### config.mk
export PLATFORM = sky130hd
export DESIGN_NAME = regfile_2r1w
export DESIGN_NICKNAME = d
export VERILOG_FILES = /design/src/rtl/regfile_2r1w.sv
export SDC_FILE = /design/constraint.sdc
export NUM_CORES = 2
export LEC_CHECK = 0
export ABC_CLOCK_PERIOD_IN_PS = 3100
export BUFFER_PORTS_ARGS = -buffer_cell sky130_fd_sc_hd__buf_2
export CORE_UTILIZATION = 45
export DETAILED_ROUTE_END_ITERATION = 8
export GPL_TIMING_DRIVEN = 1
export PLACE_DENSITY = 0.64
export SYNTH_ARGS = -nofsm -noshare
export SYNTH_HDL_FRONTEND = slang
export SYNTH_SLANG_ARGS = --single-unit
### constraint.sdc
create_clock -name clk -period 3.1 [get_ports clk]
set_input_delay 0.62 -clock clk [delete_from_list [all_inputs] [get_ports clk]]
set_output_delay 0.62 -clock clk [all_outputs]
set_load 0.01 [all_outputs]
### src/rtl/regfile_2r1w.sv
// Parametrised 2-read/1-write register file with 1-cycle registered reads and a
// sequenced bulk-clear engine. Define REGFILE_BYPASS_EN for read-during-write forwarding.
module regfile_2r1w #(
  parameter int DATA_WIDTH = 32,
  parameter int ADDR_WIDTH = 5,
  parameter bit ZERO_REG   = 1'b1
) (
  input  logic                  clk,
  input  logic                  rst_n,
  input  logic                  we,
  input  logic [ADDR_WIDTH-1:0] waddr,
  input  logic [DATA_WIDTH-1:0] wdata,
  input  logic                  re0,
  input  logic [ADDR_WIDTH-1:0] raddr0,
  output logic [DATA_WIDTH-1:0] rdata0,
  output logic                  rvalid0,
  input  logic                  re1,
  input  logic [ADDR_WIDTH-1:0] raddr1,
  output logic [DATA_WIDTH-1:0] rdata1,
  output logic                  rvalid1,
  input  logic                  clr,
  output logic                  busy
);

  localparam int DEPTH = 2 ** ADDR_WIDTH;
  localparam logic [ADDR_WIDTH-1:0] LAST_ADDR = ADDR_WIDTH'(DEPTH - 1);

`ifdef REGFILE_BYPASS_EN
  localparam bit BYPASS = 1'b1;
`else
  localparam bit BYPASS = 1'b0;
`endif

  typedef enum logic {IDLE, CLEAR} state_e;

  state_e                  state_q, state_d;
  logic [ADDR_WIDTH-1:0]   cnt_q, cnt_d;
  logic [DATA_WIDTH-1:0]   mem_q [DEPTH];

  logic                    clearing;
  logic                    wr_en;

  logic [1:0]              re_v;
  logic [ADDR_WIDTH-1:0]   raddr_v [2];
  logic [DATA_WIDTH-1:0]   rdata_q [2];
  logic [DATA_WIDTH-1:0]   rdata_d [2];
  logic [1:0]              rvalid_q;

  assign clearing = (state_q == CLEAR);
  // A clear request in the same cycle takes precedence over the write.
  assign wr_en    = (state_q == IDLE) && we && !clr && !(ZERO_REG && (waddr == '0));

  always_comb begin
    // NOTE: every combinational output gets a default first so no path can infer a latch.
    state_d = state_q;
    cnt_d   = cnt_q;
    case (state_q)
      IDLE: begin
        if (clr) begin
          state_d = CLEAR;
          cnt_d   = '0;
        end
      end
      CLEAR: begin
        cnt_d = cnt_q + 1'b1;
        if (cnt_q == LAST_ADDR) state_d = IDLE;
      end
      default: state_d = IDLE;
    endcase
  end

  always_ff @(posedge clk or negedge rst_n) begin
    // NOTE: sequential state uses non-blocking assignments so all registers update together.
    if (!rst_n) begin
      state_q <= IDLE;
      cnt_q   <= '0;
    end else begin
      state_q <= state_d;
      cnt_q   <= cnt_d;
    end
  end

  always_ff @(posedge clk or negedge rst_n) begin
    // NOTE: the array is reset because the decode stage relies on every entry reading 0 out of reset.
    if (!rst_n) begin
      for (int i = 0; i < DEPTH; i++) mem_q[i] <= '0;
    end else if (clearing) begin
      mem_q[cnt_q] <= '0;
    end else if (wr_en) begin
      mem_q[waddr] <= wdata;
    end
  end

  assign re_v       = {re1, re0};
  assign raddr_v[0] = raddr0;
  assign raddr_v[1] = raddr1;

  // Priority per port: clear in progress, hardwired zero entry, forwarding, array.
  always_comb begin
    for (int p = 0; p < 2; p++) begin
      rdata_d[p] = rdata_q[p];
      if (re_v[p]) begin
        if (clearing) begin
          rdata_d[p] = '0;
        end else if (ZERO_REG && (raddr_v[p] == '0)) begin
          rdata_d[p] = '0;
        end else if (BYPASS && wr_en && (raddr_v[p] == waddr)) begin
          rdata_d[p] = wdata;
        end else begin
          rdata_d[p] = mem_q[raddr_v[p]];
        end
      end
    end
  end

  always_ff @(posedge clk or negedge rst_n) begin
    if (!rst_n) begin
      rdata_q[0] <= '0;
      rdata_q[1] <= '0;
      rvalid_q   <= '0;
    end else begin
      rdata_q[0] <= rdata_d[0];
      rdata_q[1] <= rdata_d[1];
      rvalid_q   <= re_v;
    end
  end

  assign rdata0  = rdata_q[0];
  assign rdata1  = rdata_q[1];
  assign rvalid0 = rvalid_q[0];
  assign rvalid1 = rvalid_q[1];
  assign busy    = clearing;

endmodule

==> reports/qor.txt <==
Finished Cell Area = 64400 um^2
TritonCTS Sinks = 1096
Largest area contributor in the netlist = dfrtp_1
Vias post-DR = 45300
Worst-path fanout max = 15
H-tree Lvls = 3
Fin Hold WS = 0.104 ns
I/O Buffers = 119
Hold Crit Class = primary input to flop
Reg2reg setup slack = 0.35 ns
Cell Area, Synth = 55700 um^2
Pwr Density = 566 nW/um^2
Syn Nets = 4227
Die extent in x = 354 um
Die Ht = 354 um
Number of fill cells = 10264
#FFs+latches synth = 1096
Placed inst area = 60300 um^2
Mean Syn Cell Area = 13.4 um^2
Share of cells above drive strength 1 = 0.269
Core area = 122000 um^2
Final core utilization = 0.526
Post CTS Setup Buffer Count = 0
Largest net degree at the start of global routing = 98
Seq/Total Area, Yosys = 0.492
Antenna violations before repair = 14
Longest Clk Path Bufs = 3
Reg-to-reg startpoint = busy$_DFF_PN0_
YS warnings = 0
Critical Path Max Stage Delay = 1.07 ns
Setup Skew = 0.0328 ns
Clock-pin slew on the worst setup and hold paths = 0.06 ns
Remaining DRCs = 0
Initial DRC Count = 6896
Row count = 128
Root Buffer = clkbuf_16
Post-route setup slack = 0.347 ns
Top Ports = 120
Peak supply drop = 0.492 mV
Critical path startpoint = busy$_DFF_PN0_
Leakage = 29.1 nW
Initial Util = 0.456
FF-to-FF End = mem_q[643]$_DFFE_PN0P_
Layout area overhead = 15.5%
Final ANT Viol Nets = 0
Crit-path slowest cell = a21oi_4
Tcrit/Tclk final = 0.888
WL final = 238 mm
Cts bufs inserted = 114
Synth top area cells = dfrtp_1 49%, a22o_1 16%, mux4_2 15%
Synth cell types = 51
Crit-path cells = nor2b_1, and2_1, a21oi_4, buf_4, a22o_1
Detailed placement HPWL = 140 mm
All-Layer GR Usage = 0.376
Gpl congestion = 0.923
Min Tclk post-route = 2.75 ns
Wire per inst = 39.9 um
Worst Setup Path Type = flop to flop
Synth top area share = 0.492
Max_cap viols = 0
Hold Vio Cnt, Final = 0
Reg2Reg Depth = 5
Post-synth EDFFs = 0
Via density = 7.61
Setup_tns = 0 ns
Synth async-reset ratio = 1.00
Buf+Inv Stages, Crit Path = 1
RSZ-0062 raised after global routing = false
WP data arrival = 3.43 ns
Max-slew violations = 0
Die area = 125000 um^2
CP Data Required Time = 3.77 ns
Pre-CTS setup slack = 0.0221 ns
Rel. slew slack = 0.125
Worst Tran Pin Value = 1.31 ns
First drt pass iteration count = 7
Status = complete, no violations
Mapped Cells = 4169
CP Capture Type = flop
Achievable Freq = 363 MHz
Clock Latency Late Sink = 0.76 ns
Cell count along the critical path = 5
Worst Setup Start Kind = flop
Post-layout nets = 4282
CTS tree = built
Vias in the first global route = 44923
Final setup viols = 0
CP delay by family, top = compound AO/OA/AOI/OAI gates
Top FF cell, synth = dfrtp_1
First-pass GRT wire length = 338 mm
Setup crit end = mem_q[643]$_DFFE_PN0P_
Grt total ovfl = 0
-- per-stage QoR --
step	power, W	instances
6_report	0.0365	5954
5_1_grt	0.0371	5951
4_1_cts	0.0362	5947
3_5_place_dp	0.0215	5732
3_3_place_gp	0.0215	5732
2_1_floorplan	0.0182	4169
-- report_power, final --
part / internal [W] / leakage [nW] / switching, W
Clock: 0.00861 / 1.97 / 0.00628
Combinational: 0.00198 / 11.9 / 0.00423
Sequential: 0.0148 / 15.3 / 0.000515
Total: 0.0254 / 29.1 / 0.0110
-- sequential cells by signal (all words and copies together), names as in the netlist --
name	flops
rdata0	32
rdata1	32
busy	1
mem_q	1024
cnt_q	5
rvalid_q	2
-- worst min path at each step --
| stage | start | endpoint | slack (ns) | cells after the start |
|---|---|---|---|---|
| finish | clr | cnt_q[1]$_DFFE_PN0P_ | 0.10 | 2 |
| global route | clr | cnt_q[1]$_DFFE_PN0P_ | 0.11 | 2 |
| CTS | clr | cnt_q[1]$_DFFE_PN0P_ | 0.07 | 2 |
| detailed placement | mem_q[993]$_DFFE_PN0P_ | mem_q[993]$_DFFE_PN0P_ | 0.49 | 1 |
| global placement | mem_q[1017]$_DFFE_PN0P_ | mem_q[1017]$_DFFE_PN0P_ | 0.49 | 1 |
| floorplan | rst_n | busy$_DFF_PN0_ | 0.32 | 0 |
-- worst reg2reg max path, stage by stage, from the launching register on --
cell and delay [ns]:
dfrtp_1 0.47, nor2b_1 0.20, and2_1 0.33, a21oi_4 1.07, buf_4 0.41, a22o_1 0.19
-- cells by family (layout without fill, tap and decap cells) --
kind of cell             after synthesis  in the layout  synth area share
buffers and inverters                514            667            0.0388
other                                  0              7                 0
XOR/XNOR                               2              2          0.000314
flip-flops                          1096           1096             0.492
adder cells (fa/ha/maj)                5              5           0.00112
multiplexers                         720            720             0.214
AO/OA/AOI/OAI                       1412           1412             0.211
AND/OR/NAND/NOR                      420            420            0.0430
-- repair_timing --
item,in CTS,in global routing
hold endpoints to repair,20,0
gates resized for setup,0,0
hold buffers,1,0
-- placed cells by master (no fill, tap or decap), drive strengths merged, types with 8 or more instances in the layout --
cell	count
a2111oi	53
a211oi	47
a21oi	36
a221oi	64
a22o	1001
a22oi	64
a31oi	13
and2	95
buf	446
bufinv	12
clkbuf	167
clkinv	25
clkinvlp	8
dfrtp	1096
inv	8
mux2	68
mux2i	283
mux4	369
nand2	159
nand2b	68
nor2	14
nor2b	15
nor3	31
nor4b	12
o22ai	117
-- cell usage after synthesis (6+ instances only) --
master,n
dfrtp_1,1096
a22o_1,1001
mux4_2,369
clkbuf_1,352
mux2i_1,283
nand2_1,159
o22ai_1,117
buf_2,111
and2_1,95
mux2_2,68
nand2b_1,68
a221oi_1,64
a22oi_1,64
a2111oi_0,53
a211oi_1,47
a21oi_1,36
buf_4,23
buf_1,20
nor3_2,18
nor2b_1,15
nor2_1,14
a31oi_1,13
nor3_1,11
nor4b_1,9
o211ai_1,6
or3b_2,6
-- layout make-up --
cell class / instances / area, um^2 / share of cell area
diodes: 7 / 17.5 / 0.000272
clock buffers: 167 / 3410 / 0.0529
multi-input cells: 2559 / 26800 / 0.416
inverters: 6 / 22.5 / 0.000350
flip-flops and latches: 1096 / 27400 / 0.426
repair buffers: 447 / 4100 / 0.0636
clock inverters: 47 / 608 / 0.00945
well taps: 1625 / 2030 / 0.0316
-- routing by layer --
layer	GRT usage	vias up	part of all wire	wire length, um
met3	0.142	983	0.15	35100
met4	0.210	12	0.069	16300
met2	0.528	3928	0.42	98800
met5	0.00491	-	0.00087	206
met1	0.500	23503	0.37	87100
li1	-	16874	-	-
Note: power is estimated with default switching activity, not from simulation.
